**src/rtl/alu_simd_pipe_pkg.sv**
```systemverilog
// Shared definitions for the SIMD ALU pipeline: opcode encodings and default lane geometry.
package alu_simd_pipe_pkg;

  localparam int DATA_WIDTH = 8;
  localparam int DEF_LANES  = 4;
  localparam int DEF_WIDTH  = DATA_WIDTH;
  localparam int OPCODE_W   = 4;

  typedef enum logic [OPCODE_W-1:0] {
    OP_ADD  = 4'd0,
    OP_SUB  = 4'd1,
    OP_MUL  = 4'd2,
    OP_CMP  = 4'd3,
    OP_ADDI = 4'd4,
    OP_SUBI = 4'd5
  } opcode_e;

endpackage

```
**src/rtl/alu_simd_pipe_lane.sv**
```systemverilog
// Single-lane combinational ALU: wrap/saturating add-sub, low-half multiply, signed/unsigned compare.
module alu_lane
  import alu_simd_pipe_pkg::*;
#(
  parameter int WIDTH = DEF_WIDTH
) (
  input  logic [OPCODE_W-1:0] i_opcode,
  input  logic                i_signed,
  input  logic                i_saturate,
  input  logic                i_enable,
  input  logic [WIDTH-1:0]    i_a,
  input  logic [WIDTH-1:0]    i_b,
  output logic [WIDTH-1:0]    o_result,
  output logic                o_cmp
);

  // One extra bit holds carry/borrow (unsigned) or the true sign (signed).
  logic [WIDTH:0]   w_ext_a, w_ext_b, w_sum, w_diff;
  logic [WIDTH-1:0] w_prod, w_max, w_min, w_sum_sat, w_diff_sat;
  logic             w_sum_ovf, w_diff_ovf;

  assign w_ext_a = {i_signed & i_a[WIDTH-1], i_a};
  assign w_ext_b = {i_signed & i_b[WIDTH-1], i_b};
  assign w_sum   = w_ext_a + w_ext_b;
  assign w_diff  = w_ext_a - w_ext_b;
  assign w_prod  = i_a * i_b;

  assign w_max = i_signed ? {1'b0, {(WIDTH-1){1'b1}}} : {WIDTH{1'b1}};
  assign w_min = i_signed ? {1'b1, {(WIDTH-1){1'b0}}} : {WIDTH{1'b0}};

  assign w_sum_ovf  = i_signed ? (w_sum[WIDTH] ^ w_sum[WIDTH-1])   : w_sum[WIDTH];
  assign w_diff_ovf = i_signed ? (w_diff[WIDTH] ^ w_diff[WIDTH-1]) : w_diff[WIDTH];
  assign w_sum_sat  = (i_signed && w_sum[WIDTH]) ? w_min : w_max;
  assign w_diff_sat = (!i_signed || w_diff[WIDTH]) ? w_min : w_max;

  always_comb begin
    // NOTE: every output gets a default before the case so no path leaves it unassigned (no latch).
    o_result = '0;
    o_cmp    = 1'b0;
    if (i_enable) begin
      case (i_opcode)
        OP_ADD, OP_ADDI: o_result = (i_saturate && w_sum_ovf)  ? w_sum_sat  : w_sum[WIDTH-1:0];
        OP_SUB, OP_SUBI: o_result = (i_saturate && w_diff_ovf) ? w_diff_sat : w_diff[WIDTH-1:0];
        OP_MUL:          o_result = w_prod;
        OP_CMP:          o_cmp    = w_diff[WIDTH];
        default:         o_result = '0;
      endcase
    end
  end

endmodule

```
**src/rtl/alu_simd_pipe.sv**
```systemverilog
// Two-stage LANES-wide SIMD ALU with valid/ready handshake, backpressure and tag passthrough.
module alu_simd_pipe
  import alu_simd_pipe_pkg::*;
#(
  parameter int LANES    = DEF_LANES,
  parameter int WIDTH    = DEF_WIDTH,
  parameter int TAG_W    = 4,
  parameter bit SATURATE = 1'b0
) (
  input  logic                   clk,
  input  logic                   reset,
  input  logic                   in_valid,
  output logic                   in_ready,
  input  logic [OPCODE_W-1:0]    in_opcode,
  input  logic                   in_signed,
  input  logic [LANES-1:0]       in_mask,
  input  logic [LANES*WIDTH-1:0] in_a,
  input  logic [LANES*WIDTH-1:0] in_b,
  input  logic [TAG_W-1:0]       in_tag,
  output logic                   out_valid,
  input  logic                   out_ready,
  output logic [LANES*WIDTH-1:0] out_result,
  output logic [LANES-1:0]       out_cmp,
  output logic [LANES-1:0]       out_mask,
  output logic [TAG_W-1:0]       out_tag
);

  localparam int DW = LANES * WIDTH;

  logic                r_s1_valid;
  logic [OPCODE_W-1:0] r_s1_opcode;
  logic                r_s1_signed;
  logic [LANES-1:0]    r_s1_mask;
  logic [DW-1:0]       r_s1_a, r_s1_b;
  logic [TAG_W-1:0]    r_s1_tag;

  logic                r_s2_valid;
  logic [DW-1:0]       r_s2_result;
  logic [LANES-1:0]    r_s2_cmp, r_s2_mask;
  logic [TAG_W-1:0]    r_s2_tag;

  logic                w_adv1, w_adv2;
  logic [DW-1:0]       w_result;
  logic [LANES-1:0]    w_cmp;

  // Each stage moves when its successor is empty or draining, so bubbles collapse under stall.
  assign w_adv2   = !r_s2_valid || out_ready;
  assign w_adv1   = !r_s1_valid || w_adv2;
  assign in_ready = w_adv1;

  for (genvar g = 0; g < LANES; g++) begin : g_lane
    alu_lane #(.WIDTH(WIDTH)) u_lane (
      .i_opcode   (r_s1_opcode),
      .i_signed   (r_s1_signed),
      .i_saturate (SATURATE),
      .i_enable   (r_s1_mask[g]),
      .i_a        (r_s1_a[g*WIDTH +: WIDTH]),
      .i_b        (r_s1_b[g*WIDTH +: WIDTH]),
      .o_result   (w_result[g*WIDTH +: WIDTH]),
      .o_cmp      (w_cmp[g])
    );
  end

  always_ff @(posedge clk) begin
    // NOTE: non-blocking assignments let S2 capture S1's old contents while S1 reloads in the same edge.
    if (reset) begin
      // NOTE: the S2 payload drives the output ports, so it is cleared along with the valid bits.
      r_s1_valid  <= 1'b0;
      r_s1_opcode <= '0;
      r_s1_signed <= 1'b0;
      r_s1_mask   <= '0;
      r_s1_a      <= '0;
      r_s1_b      <= '0;
      r_s1_tag    <= '0;
      r_s2_valid  <= 1'b0;
      r_s2_result <= '0;
      r_s2_cmp    <= '0;
      r_s2_mask   <= '0;
      r_s2_tag    <= '0;
    end else begin
      if (w_adv1) begin
        r_s1_valid <= in_valid;
        if (in_valid) begin
          r_s1_opcode <= in_opcode;
          r_s1_signed <= in_signed;
          r_s1_mask   <= in_mask;
          r_s1_a      <= in_a;
          r_s1_b      <= in_b;
          r_s1_tag    <= in_tag;
        end
      end
      if (w_adv2) begin
        r_s2_valid <= r_s1_valid;
        if (r_s1_valid) begin
          r_s2_result <= w_result;
          r_s2_cmp    <= w_cmp;
          r_s2_mask   <= r_s1_mask;
          r_s2_tag    <= r_s1_tag;
        end
      end
    end
  end

  assign out_valid  = r_s2_valid;
  assign out_result = r_s2_result;
  assign out_cmp    = r_s2_cmp;
  assign out_mask   = r_s2_mask;
  assign out_tag    = r_s2_tag;

endmodule

```
**config.mk**
```make
export PLATFORM = sky130hd
export DESIGN_NAME = alu_simd_pipe
export DESIGN_NICKNAME = d
export VERILOG_FILES = /design/src/rtl/alu_simd_pipe_pkg.sv /design/src/rtl/alu_simd_pipe_lane.sv /design/src/rtl/alu_simd_pipe.sv
export SDC_FILE = /design/constraint.sdc
export NUM_CORES = 1
export LEC_CHECK = 0
export BUFFER_PORTS_ARGS = -buffer_cell sky130_fd_sc_hd__buf_2
export CAP_MARGIN = 5
export CORE_ASPECT_RATIO = 1.4
export CORE_MARGIN = 2
export CORE_UTILIZATION = 35
export DETAILED_ROUTE_END_ITERATION = 6
export GPL_TIMING_DRIVEN = 0
export PLACE_DENSITY_LB_ADDON = 0.3
export SETUP_SLACK_MARGIN = 0.4
export SLEW_MARGIN = 20
export SYNTH_ARGS = -nofsm -noshare
export SYNTH_HDL_FRONTEND = slang
export SYNTH_SLANG_ARGS = --single-unit
```
**constraint.sdc**
```tcl
create_clock -name clk -period 7.2 [get_ports clk]
set_input_delay 0.72 -clock clk [delete_from_list [all_inputs] [get_ports clk]]
set_output_delay 0.72 -clock clk [all_outputs]
set_load 0.03 [all_outputs]
```
### Word-level counts from Yosys, hierarchy flattened

Index checks and enable logic that the tools add are counted.

* bits of input ports: 81
* bits in registers: 123
* output and inout port bits: 46
* word-level logic and storage cells: 62

* $add $sub $neg: 8
* eq/ne operators: 5
* multiply operators: 4
* reductions and logical operators: 9
* bitwise operators: 8
* multiplexer cells: 16

Operators with widths (number)
* case mux 8 bit (3 select lines): 4
* subtractor 9 bit: 4
* adder 8 bit: 4
* multiplier 8 x 8 -> 8 bit: 4
* 2-to-1 mux 8 bit: 4
* AND 1 bit: 8
* == test 4 x 2 -> 1 bit, second input constant: 2
* == test 4 x 3 -> 1 bit, second input constant: 2
* 2-to-1 mux 1 bit: 8
* == test 4 x 1 -> 1 bit, second input constant: 1
* zero test 4 bit: 1
* AND reduction 2 bit: 2
* OR reduction 2 bit: 2
* zero test 1 bit: 2
* logical OR 1 bit: 2

### Longest topological paths before layout

Gate-level depths: netlist of run 1.

* depth in word-level cells: 4
* gate-level depth with buffers: 17
* depth with buffers taken out: 17

### Modules after synthesis

Synthesis of run 1 repeated with hierarchy kept, for this count alone.

* cell total of the unflattened synthesis: 1666
* area total of the unflattened synthesis: 13686.9 um^2

Modules (own cells, without submodules)
* alu_simd_pipe: area an instance 5188.7 um^2, sequential area each 2462.4 um^2, instances 1, cells an instance 545
* alu_lane at g_lane[3].u_lane: area an instance 2180.8 um^2, sequential area each 0.0 um^2, instances 1, cells an instance 283
* alu_lane at g_lane[2].u_lane: area an instance 2122.0 um^2, sequential area each 0.0 um^2, instances 1, cells an instance 283
* alu_lane at g_lane[0].u_lane: area an instance 2112.0 um^2, sequential area each 0.0 um^2, instances 1, cells an instance 283
* alu_lane at g_lane[1].u_lane: area an instance 2083.2 um^2, sequential area each 0.0 um^2, instances 1, cells an instance 272

### Least setup slack after synthesis of run 1

Ideal clock, no wire load.

* path kind: reg2reg
* start point: reg r_s1_a[9]
* end point: reg r_s2_result[15], in the netlist out_result[15]
* arrival: 4.029 ns
* data required time: 7.130 ns
* library setup time: 0.070 ns
* path buffers: 0
* path slack: 3.100 ns
* period minus slack after synthesis: 4.100 ns
* stages on the path, launching flop included: 16
* path through: dfxtp_1 -> nand2_1 -> fa_1 -> fa_1 -> inv_1 -> fa_1 -> inv_1 -> fa_1 -> inv_1 -> ha_1 -> a21oi_1 -> xnor3_1 -> xnor3_1 -> nand2_1 -> a31o_1 -> a21oi_1

* longest elaborated chain between the ends: 3
* elaborated cells on any way between the ends: 5
* those cells by class: add/sub (2); mul (1); mux (2)

RTL lines
* from (decl): RTL line alu_simd_pipe.sv:34 `logic [DW-1:0] r_s1_a, r_s1_b;`
* from (signal assigned): RTL line alu_simd_pipe.sv:87 `r_s1_a <= in_a;`
* multiplier 8 x 8 -> 8 bit, or another cell as far along: RTL line alu_simd_pipe_lane.sv:26 `assign w_prod = i_a * i_b;`
* case mux 8 bit (3 select lines) *: RTL line alu_simd_pipe_lane.sv:41 `case (i_opcode)`
* 2-to-1 mux 8 bit *: RTL line alu_simd_pipe_lane.sv:40 `if (i_enable) begin`
* to (signal assigned): RTL line alu_simd_pipe.sv:95 `r_s2_result <= w_result;`
* to (decl): RTL line alu_simd_pipe.sv:38 `logic [DW-1:0] r_s2_result;`

Mark *: on every way between the ends. The rest lies on a longest branch, timed or not.
A chain may end at the register's enable or synchronous reset.

### Final worst setup path of run 1

* start point: reg r_s1_a[11]
* end point: reg r_s2_result[15], in the netlist out_result[15]

The elaborated chain is that of the path after synthesis.

==> summary by stage, run 1 <==
Status
The run finished with clean final reports.

Logic synthesis
For this run, the leading register cell type out of synthesis is sky130_fd_sc_hd__dfxtp_1. The cell area that synthesis handed to floorplanning was 10,800 µm². The number of enable-type register cells in the synthesized netlist is 0. The count of cell types in the netlist is just over 60.

For this run, asynchronously set or reset flops after synthesis account for 0. Yosys printed 0 warnings. Synthesis inferred roughly 120 register bits.

In this run the mean area of a mapped cell was approximately 7.7 µm². The net count after synthesis is between 1,500 and 2,000. The post-synthesis instance total is ~1,400.

The post-synthesis sequential area ratio is 0.229.

Floorplanning
The total area inside the core boundary comes to 30,500 µm². The effective utilization at floorplan is 0.353. From bottom edge to top edge, the die measures 212 µm.

The area enclosed by the die boundary is 32,200 µm². The standard-cell row count is 76. In this run the horizontal extent of the chip is 152 µm. The I/O pin total is 127.

Pwr
The largest vdd supply drop is 0.163 mV. The leakage power summed over all cells is 5.77 nW. The power density over cell area is 174 nW/µm².

Overall power consumption after layout is estimated at 2.18 mW.

CTS
The clock passes through at most 2 buffers. After clock tree synthesis, the flow added hold-fix buffers numbering 0. Clock tree synthesis found a total of about 120 sinks.

The clock slew at the register clock pins of the worst setup and hold paths is 0.06 ns. The root buffer cell chosen for the clock tree is sky130_fd_sc_hd__clkbuf_16. Post-CTS repair changed the size of 0 cells. In this run, CTS created clock tree buffers numbering 17. The clock latency on the worst-skew pair is 0.43 ns.

The TritonCTS clock tree is done. The number of H-tree levels is 4. After clock tree synthesis, the setup repair step added 0 buffers.

STA
Across the routed clock network, the largest skew measured is 0.0150 ns. Measured against its own limit, the worst slew margin works out to 0.378. Setup violations remaining at the end of the flow were counted as 0. The upper clock frequency limit is around 0.22 GHz. The shortest clock period the worst path allows after layout is 4.53 ns. Adding up every negative setup slack in the final design gives 0 ns.

The worst path meets setup with 2.67 ns of slack. The number of max-slew violations in the final report is 0. The actual slew at the worst max-slew pin is about 0.93 ns. Setup repair after global routing left no endpoint under its margin. The total count of hold-check failures in the final report is 0. The ratio of final minimum period to clock period is 0.629.

Global routing
Entering global routing, the biggest net connects 17 pins. The first global-routing pass estimated 53,500 µm of wire. The overall routing resource usage is 0.214. For this run the aggregate overflow at the end of global routing stands at 0.

The via count of the first global-routing pass was 9,779. The initial antenna violation count is 1.

Setup path
The launching element type of the critical path is a flip-flop. The start point of the critical path is r_s1_a[11]. Data arrives at the worst endpoint at between 4 and 5 ns.

The worst register-to-register path ends at out_result[15]. STA classifies the critical path endpoint as a flip-flop. Across all register-to-register paths, the minimum setup slack is 2.67 ns.

Measured in cells, the most critical reg-to-reg path has a length of 16. The worst register-to-register path begins at r_s1_a[11]. The peak fanout along the critical path is 7.

The class of the most critical setup path is reg -> reg. The required time of the worst setup path is 7.56 ns.

Route
The average detailed-routed wire length per instance is 17.8 µm. The number of violations reported at the end of detailed-routing iteration 0 is 669. The number of search-and-repair iterations in the first detailed-routing pass is 5.

The routed via count is 9,910. The average via count per standard cell is around 5. The routed design has 34,500 µm of wire. The number of nets with antenna violations after detailed routing is 0. The remaining routing DRC violations is 0.

Placed design
The count of buffers added on input and output ports is about 130. Routability-driven placement finished with a final weighted congestion of 0.902. Detailed placement ended at an HPWL of 26,900 µm. The instance area after placement is between 10,000 and 15,000 µm².

Timing analysis after detailed placement gives a worst setup slack of 2.66 ns.

Min path
The worst-case hold path end point is out_tag[2]. The start point of the worst min-delay path is r_s1_tag[2]. The worst hold path passes through 2 cells. In this run the worst hold path is classified as reg -> reg.

Job
The count of max-cap constraint violations is 0.

Final layout
The library cells used most frequently in the layout, excluding fill and tap cells, are sky130_fd_sc_hd__nand2_1, sky130_fd_sc_hd__inv_1, sky130_fd_sc_hd__a21oi_1, sky130_fd_sc_hd__buf_2, sky130_fd_sc_hd__ha_1. The count of inserted antenna diode cells is 0. The share of the core filled with cells is 0.411.

The library cell used most frequently in the layout, excluding fill and tap cells, is sky130_fd_sc_hd__nand2_1. The layout has 3,154 filler cells. The finished cells cover 12,600 µm².

The share of final-layout standard cells stronger than drive strength 1 is 0.113. The post-synthesis to final-layout area growth is 16.6%. For this run, the post-layout net count is 1,796.
## sequential cells by signal, indices dropped and copies added (netlist names), 4 cells and up
register     count
out_cmp          4
out_mask         4
r_s1_mask        4
r_s1_opcode      4
out_tag          4
r_s1_tag         4
r_s1_a          32
out_result      32
r_s1_b          32
## layout make-up
| cell class | count | area (µm²) | area share |
|---|---|---|---|
| Inverter | 159 | 597 | 0.0475 |
| Clock inverter | 9 | 180 | 0.0143 |
| Timing Repair Buffer | 125 | 626 | 0.0498 |
| Sequential cell | 123 | 2460 | 0.196 |
| Tap cell | 390 | 488 | 0.0389 |
| Multi-Input combinational cell | 1053 | 7490 | 0.596 |
| Clock buffer | 23 | 498 | 0.0396 |
| Buffer | 56 | 221 | 0.0176 |
## power breakdown
group	internal (mW)	switching [mW]
Clock	0.662	0.345
Combinational	0.162	0.251
Sequential	0.708	0.0530
## metal layers
metal,up-vias,GRT usage,part of all wire
li1,4849,-,-
met1,4679,0.249,0.41
met2,296,0.380,0.49
met3,84,0.0325,0.052
met4,2,0.111,0.050
met5,-,0,0.00032
## kinds of logic after synthesis
kind of cell               synth area share
and+or+nand+nor                       0.211
adders and majority gates             0.248
DFF                                   0.229
xor gates and xnor gates             0.0682
AOI/OAI and AO/OA                     0.153
buffers and inverters                0.0760
muxes                                0.0152
## stage by stage
stage,hold slack (ns),std cells
after global placement,0.439,1906
final,0.457,1938
after floorplan,0.432,1391
after global routing,0.477,1938
after detailed placement,0.446,1906
after CTS,0.455,1938
## synth_stat cells (all sizes together) (13+ instances only)
| cell | count | area, µm² |
|---|---|---|
| clkbuf | 44 | 165 |
| mux2i | 13 | 130 |
| nand2b | 14 | 95.1 |
| xnor2 | 52 | 455 |
| a21oi | 147 | 736 |
| nand3 | 16 | 80.1 |
| and2 | 47 | 294 |
| nor3 | 17 | 101 |
| xor2 | 19 | 166 |
| ha | 124 | 1550 |
| fa | 56 | 1120 |
| dfxtp | 123 | 2460 |
| a22oi | 18 | 135 |
| inv | 159 | 597 |
| o21ai | 42 | 210 |
| nor2 | 87 | 327 |
| o21a | 13 | 97.6 |
| nor2b | 13 | 88.8 |
| nand2 | 279 | 1050 |
## critical path, cell delays in order (launching register included)
cell and delay (ns):
sky130_fd_sc_hd__dfxtp_1 0.52, sky130_fd_sc_hd__ha_1 0.27, sky130_fd_sc_hd__inv_1 0.09, sky130_fd_sc_hd__fa_1 0.51
sky130_fd_sc_hd__inv_1 0.05, sky130_fd_sc_hd__ha_1 0.31, sky130_fd_sc_hd__fa_1 0.54, sky130_fd_sc_hd__inv_1 0.05
sky130_fd_sc_hd__fa_1 0.53, sky130_fd_sc_hd__inv_1 0.04, sky130_fd_sc_hd__ha_1 0.31, sky130_fd_sc_hd__a21oi_1 0.18
sky130_fd_sc_hd__xnor3_1 0.24, sky130_fd_sc_hd__xnor3_1 0.40, sky130_fd_sc_hd__nand2_1 0.07, sky130_fd_sc_hd__a31o_1 0.25
sky130_fd_sc_hd__a21oi_1 0.11
## worst max path at each step
| stage | endpoint | slack [ns] | cells after the start |
|---|---|---|---|
| finish | out_result[15] | 2.67 | 16 |
| global route | out_result[15] | 2.40 | 16 |
| CTS | out_result[15] | 2.64 | 16 |
| detailed placement | out_result[15] | 2.66 | 16 |
| global placement | out_result[15] | 2.70 | 16 |
| floorplan | out_result[15] | 3.10 | 15 |
Power figures use the tool's default switching activity.
==> inputs of run 2 (changes only) <==
- clock period: 7.2 -> 4.6 ns (I/O delays scaled with it)
==> run 2 against run 1 <==
Setup slack got worse by 2.1 ns. Fmax is 13% higher. Flip-flop and latch count stayed put. First-iteration DRC count decreased by 0.30%. Critical path depth did not move. Power increased by 57%. Utilization rose by 0.52 points. Clock power grew 56%. Sequential power rose by 56%. Cell area up 1.3%. Via count increased by 0.42%.
==> summary by stage, run 2 (synthesis gave the netlist of run 1 again) <==
Route
The routed via count is 9,952 (+0.42%). The number of violations reported at the end of detailed-routing iteration 0 is 667 (-0.30%). The average detailed-routed wire length per instance was 17.9 µm (+0.54%). The average via count per standard cell was 5.12 (+0.22%).

The remaining routing DRC violations is 0 (unchanged). The number of nets with antenna violations after detailed routing was 0 (unchanged). The number of search-and-repair iterations in the first detailed-routing pass is 7 (+2). The total wire length came to 34,700 µm (+0.74%).

STA
The number of failing setup endpoints in the final timing report is 0 (unchanged). The worst-case headroom to the max-slew limit is 0.370 (-0.00869). The total count of hold-check failures in the final report is 0 (unchanged). The actual slew at the worst max-slew pin is 0.945 ns (+0.0130 ns). The final worst-path setup slack is 0.584 ns (-2.09 ns).

The number of max-slew violations in the final report is 0 (unchanged). The ratio of final minimum period to clock period is 0.873 (+0.244). The setup total negative slack is 0 ns (unchanged). The upper clock frequency limit came to 0.249 GHz (+13%). The worst hold margin was 0.257 ns (-0.200 ns). The worst clock skew on the final layout is 0.0157 ns (+0.000668 ns). The shortest clock period the worst path allows after layout came to 4.02 ns (-0.513 ns). Setup repair after global routing left no endpoint under its margin.

Setup path
The worst setup path is captured at a flip-flop. The launching element type of the critical path is a flip-flop. The arrival time reported for the critical path endpoint is 4.38 ns (-0.51 ns). The peak fanout along the critical path is 5 (-2). The worst setup path is of the reg -> reg kind. The required time of the worst setup path is 4.96 ns (-2.60 ns).

Global routing
The first-pass GRT wire length is 53,700 µm (+0.28%). The initial antenna violation count is 1 (unchanged). The maximum number of pins on one net before global-route repair is 17 (unchanged).

The global-route congestion overflow total was 0 (unchanged). The via count of the first global-routing pass is 9,811 (+0.33%). The overall routing resource usage was 0.215 (+0.000882).

Placed design
The final weighted congestion of routability-driven global placement came to 0.902 (unchanged). The number of buffers inserted by port buffering is 125 (unchanged). The setup slack at placement is 0.0609 ns (-2.60 ns). The half-perimeter wire length after placement is 26,900 µm (unchanged).

CTS
The number of clock sinks seen by CTS is 123 (unchanged). The maximum buffer depth of the clock tree is 2 (unchanged). The CTS buffer count is 17 (unchanged).

The clock slew at the register clock pins of the worst setup and hold paths is 0.07 ns (about the same). The post-cts hold buffer count is 0 (unchanged). The root buffer selected by CTS is sky130_fd_sc_hd__clkbuf_16. The clock latency on the worst-skew pair is 0.44 ns (about the same). The number of H-tree levels is 4 (unchanged).

The TritonCTS clock tree is done.

Floorplanning
The vertical extent of the die is 212 µm (unchanged). The I/O pin total is 127 (unchanged). The die span in x is 152 µm (unchanged). The core box area is 30,500 µm² (unchanged). The standard-cell row count was 76 (unchanged).

The area enclosed by the die boundary came to 32,200 µm² (unchanged). The effective utilization at floorplan is 0.353 (unchanged).

Final layout
The post-synthesis to final-layout area growth is 18.1%. The count of inserted antenna diode cells is 0 (unchanged). The library cells used most frequently in the layout, excluding fill and tap cells, are sky130_fd_sc_hd__nand2_1, sky130_fd_sc_hd__inv_1, sky130_fd_sc_hd__a21oi_1, sky130_fd_sc_hd__buf_2, sky130_fd_sc_hd__ha_1. Leaving out fill and tap cells, the most frequent cell in the layout is sky130_fd_sc_hd__nand2_1. The share of final-layout standard cells stronger than drive strength 1 was 0.137 (+0.0235). The number of fill cells in the layout is 3,150 (-0.13%). The number of nets in the layout is 1,800 (+0.22%).

Pwr
The power density over cell area came to 269 nW/µm² (+55%). The largest vdd supply drop is 0.257 mV (+58%). The leakage power summed over all cells is 5.79 nW (+0.47%).

Min path
In this run the worst hold path is classified as in -> reg.

Status
The run finished with clean final reports.

Job
The count of max-cap constraint violations was 0 (unchanged).
[run 2: cell types whose count changed in the layout (fill, tap and decap cells not counted), sizes merged]
cell	delta
buf	+4
[run 2: per-stage QoR]
stage | std cells | utilization | cell area [µm²] | total power, mW
2_1_floorplan | 1391 | - | 10800 | 1.63
5_1_grt | 1942 | 0.417 | 12700 | 3.57
3_5_place_dp | 1906 | 0.389 | 11900 | 1.85
3_3_place_gp | 1906 | 0.389 | 11900 | 1.84
6_report | 1942 | 0.417 | 12700 | 3.42
4_1_cts | 1941 | 0.413 | 12600 | 3.44
[run 2: worst paths after layout]
| kind | cells after the start | endpoint | slack, ns | startpoint |
|---|---|---|---|---|
| hold / removal | 3 | r_s1_a[2] | 0.26 | in_a[2] |
| setup reg to reg | 16 | out_result[15] | 0.58 | r_s1_a[11] |
| hold reg to reg | 2 | r_s1_tag[0] | 0.46 | r_s1_tag[0] |
| setup / recovery | 16 | out_result[15] | 0.58 | r_s1_a[11] |
[run 2: power by group]
part / total [mW] / internal [mW] / switching (mW) / leakage (nW)
sequential: 1.19 / 1.11 / 0.0833 / 1.02
combinational: 0.654 / 0.258 / 0.396 / 4.45
clock: 1.58 / 1.04 / 0.543 / 0.330
[run 2: timing repair]
item                       CTS  global route
gates resized for setup     19            29
buffers inserted             3             1
pin swaps                    1             5
setup endpoints to repair    3             4
[run 2: critical path, stage by stage (launching register included)]
cell,delay (ns)
sky130_fd_sc_hd__dfxtp_4,0.40
sky130_fd_sc_hd__ha_4,0.15
sky130_fd_sc_hd__inv_1,0.07
sky130_fd_sc_hd__fa_1,0.51
sky130_fd_sc_hd__inv_1,0.04
sky130_fd_sc_hd__ha_1,0.30
sky130_fd_sc_hd__fa_1,0.54
sky130_fd_sc_hd__inv_1,0.06
sky130_fd_sc_hd__fa_1,0.54
sky130_fd_sc_hd__inv_1,0.07
sky130_fd_sc_hd__ha_4,0.24
sky130_fd_sc_hd__a21oi_2,0.15
sky130_fd_sc_hd__xnor3_1,0.24
sky130_fd_sc_hd__xnor3_1,0.24
sky130_fd_sc_hd__nand2_1,0.07
sky130_fd_sc_hd__a31o_1,0.22
sky130_fd_sc_hd__a21oi_2,0.10
[run 2: layer usage]
layer	up-vias	wire (µm)	GRT usage
li1	4855	-	-
met1	4701	14000	0.249
met2	318	17100	0.382
met3	76	1920	0.0334
met4	2	1650	0.112
met5	-	11	0
[run 2: layout make-up]
type	instances	area (µm²)	area share
clock buffers	23	498	0.0392
repair buffers	129	656	0.0515
well taps	390	488	0.0384
clock inverters	9	180	0.0142
flip-flops and latches	123	2520	0.199
plain buffers	56	221	0.0174
inverters	159	597	0.0469
multi-input cells	1053	7550	0.594
==> inputs of run 3 (changes only) <==
- SKIP_CTS_REPAIR_TIMING: unset -> 1
- clock period: 4.6 -> 4.5 ns (I/O delays scaled with it)
==> run 3 against run 2 <==
Non-clock buffer count grew 2. Die area is the same. Clock skew grew 0.0012 ns. Critical path depth grew 1. Sequential share of layout area is essentially flat. Highest routed layer unchanged. Utilization grew 0.21 points. Global-route usage shrank 0.088 points. First-iteration DRC count grew 7.8%. Sequential power is essentially flat. Clock-buffer cell count is the same.
==> summary by stage, run 3 (synthesis gave the netlist of run 1 again) <==
Status
The run finished with clean final reports.

CTS
The CTS buffer count is 17 (unchanged). The clock slew at the register clock pins of the worst setup and hold paths came to 0.07 ns (about the same). The root buffer selected by CTS is sky130_fd_sc_hd__clkbuf_16. The number of H-tree levels is 4 (unchanged). The number of clock sinks seen by CTS came to 123 (unchanged). The TritonCTS clock tree is done.

The maximum buffer depth of the clock tree was 2 (unchanged). The clock latency on the worst-skew pair is 0.43 ns (about the same).

Setup path
The arrival time reported for the critical path endpoint came to 4.29 ns (-0.09 ns). The peak fanout along the critical path came to 6 (+1). Among all stages on the critical path, the largest delay is contributed by sky130_fd_sc_hd__fa_1.

The largest incremental delay on the critical path is 0.53 ns (about the same). The required time of the worst setup path is 4.86 ns (-0.10 ns). The nature of the critical path endpoint is a flip-flop.

The start point of the critical path is r_s1_b[10]. The endpoint of the lowest-slack register-to-register path is out_result[15]. The setup path with the least slack is of type reg -> reg. Following the worst setup path forward leads to its endpoint at out_result[15]. The startpoint of the worst-slack reg-to-reg timing path is r_s1_b[10]. The worst reg-to-reg path cell count was 17 (+1). The launching element type of the critical path is a flip-flop. The critical path's most frequent cell is sky130_fd_sc_hd__inv_1. Walking the worst path, the cells encountered are ha_1, inv_1, fa_1, inv_1, fa_1, ha_1, inv_1, fa_1, inv_1, ha_4, a21o_1, a21oi_2, xnor3_1, xnor3_1, nand2_1, a31o_1, a21oi_2. The flop-to-flop setup slack is 0.57 ns (about the same).

STA
The total count of hold-check failures in the final report was 0 (unchanged). The number of failing setup endpoints in the final timing report is 0 (unchanged). The ratio of final minimum period to clock period is 0.872 (about the same). The setup total negative slack is 0 ns (unchanged). The number of max-slew violations in the final report came to 0 (unchanged). The worst hold margin came to 0.248 ns (-0.00814 ns). Setup repair after global routing could not meet its margin everywhere. The shortest clock period the worst path allows after layout is 3.93 ns (-0.0904 ns). The worst clock skew on the final layout is 0.0168 ns (+0.00117 ns). The worst-case headroom to the max-slew limit was 0.367 (-0.00222). The upper clock frequency limit is 0.255 GHz (+2.3%). The actual slew at the worst max-slew pin came to 0.949 ns (+0.00333 ns). The final worst-path setup slack was 0.574 ns (-0.00965 ns).

Final layout
The count of inserted antenna diode cells came to 0 (unchanged). The area growth from synthesis to layout is 18.7%. The post-route cell area is 12,800 µm² (+0.51%). The most frequent standard cell in the layout excluding fill and tap cells is sky130_fd_sc_hd__nand2_1.

The share of the core filled with cells is 0.419 (+0.00213). The number of nets in the layout is 1,802 (+0.11%). The count of placed standard cells in the final layout, fillers left out is 1,944 (+0.10%). The share of final-layout standard cells stronger than drive strength 1 was 0.144 (+0.00690). The top cell types in the final layout, fill and taps aside, are sky130_fd_sc_hd__nand2_1, sky130_fd_sc_hd__inv_1, sky130_fd_sc_hd__a21oi_1, sky130_fd_sc_hd__buf_2, sky130_fd_sc_hd__ha_1.

Route
The total wire length came to 34,600 µm (-0.45%). The average detailed-routed wire length per instance is 17.8 µm (-0.55%). The number of nets with antenna violations after detailed routing was 0 (unchanged). The remaining routing DRC violations is 0 (unchanged). The number of violations reported at the end of detailed-routing iteration 0 is 719 (+7.8%). The number of search-and-repair iterations in the first detailed-routing pass came to 6 (-1). The average via count per standard cell was 5.11 (-0.34%). The routed via count is 9,928 (-0.24%).

Pwr
The power density over cell area is 274 nW/µm² (+1.7%). The leakage power summed over all cells is 5.81 nW (+0.25%). The sum of internal, switching and leakage power is 3.50 mW (+2.2%). The largest vdd supply drop is 0.260 mV (+1.0%).

Placed design
The number of buffers inserted by port buffering was 125 (unchanged). The setup slack at placement is -0.0391 ns (-0.100 ns). The half-perimeter wire length after placement is 26,900 µm (unchanged). The instance area after placement is 11,900 µm² (unchanged). The cell count after placement is 1,906 (unchanged). The final weighted congestion of routability-driven global placement is 0.902 (unchanged).

Floorplanning
The I/O pin total is 127 (unchanged). The core box area is 30,500 µm² (unchanged). The effective utilization at floorplan is 0.353 (unchanged). The vertical extent of the die is 212 µm (unchanged). The standard-cell row count is 76 (unchanged). The area enclosed by the die boundary was 32,200 µm² (unchanged). The die span in x is 152 µm (unchanged).

Global routing
The overall routing resource usage was 0.214 (-0.000882). The maximum number of pins on one net before global-route repair came to 17 (unchanged). The global-route congestion overflow total is 0 (unchanged).

The first-pass GRT wire length came to 53,500 µm (-0.28%). The initial antenna violation count is 1 (unchanged). The via count of the first global-routing pass was 9,779 (-0.33%).

Min path
The min-delay analysis places its worst path in the category in -> reg.

Job
The count of max-cap constraint violations is 0 (unchanged).
## run 3: cell count changes in the layout (fill, tap and decap cells not counted), moves of 2 or more
cell | previous run | this run
sky130_fd_sc_hd__inv_1 | 159 | 157
sky130_fd_sc_hd__a21oi_1 | 144 | 142
sky130_fd_sc_hd__nand2_2 | 0 | 2
sky130_fd_sc_hd__xnor2_2 | 0 | 2
sky130_fd_sc_hd__nand2_1 | 278 | 276
sky130_fd_sc_hd__inv_2 | 0 | 2
sky130_fd_sc_hd__buf_4 | 4 | 6
sky130_fd_sc_hd__dfxtp_2 | 11 | 7
sky130_fd_sc_hd__a21oi_2 | 3 | 5
sky130_fd_sc_hd__xnor2_1 | 52 | 50
sky130_fd_sc_hd__dfxtp_4 | 13 | 17
## run 3: how the worst min path moves through the flow
stage	from	slack (ns)	depth (start not counted)	endpoint
2_1_floorplan	r_s1_tag[0]	0.43	2	out_tag[0]
3_5_place_dp	r_s1_tag[2]	0.45	2	out_tag[2]
6_report	in_tag[3]	0.25	3	r_s1_tag[3]
4_1_cts	in_b[0]	0.24	3	r_s1_b[0]
3_3_place_gp	out_cmp[0]	0.44	2	out_cmp[0]
5_1_grt	in_mask[1]	0.24	3	r_s1_mask[1]
## run 3: per-layer routing
layer	track usage	up-vias	routed length, µm
met5	0	-	11
met3	0.0325	76	1790
met1	0.249	4696	14100
met4	0.111	2	1560
met2	0.380	295	17100
li1	-	4859	-
## run 3: cell type report
| cell class | instances | area, µm² |
|---|---|---|
| Buffer | 56 | 221 |
| Clock buffer | 23 | 498 |
| Clock inverter | 9 | 180 |
| Fill cell | 3136 | 17700 |
| Inverter | 159 | 597 |
| Multi-Input combinational cell | 1053 | 7590 |
| Sequential cell | 123 | 2530 |
| Tap cell | 390 | 488 |
| Timing Repair Buffer | 131 | 671 |
## run 3: power breakdown
part           total (mW)  switching [mW]  internal, mW
Sequential           1.22          0.0844          1.13
Clock                1.61           0.551          1.06
Combinational       0.674           0.406         0.268
## run 3: worst max-delay path, delay by kind of cell, from the launching register on
| kind | cells | cell delay, ns |
|---|---|---|
| AND/OR/NAND/NOR | 1 | 0.07 |
| buffers and inverters | 4 | 0.31 |
| AO/OA/AOI/OAI | 4 | 0.61 |
| adder cells (fa/ha/maj) | 6 | 2.00 |
| flip-flops | 1 | 0.38 |
| XOR/XNOR | 2 | 0.48 |
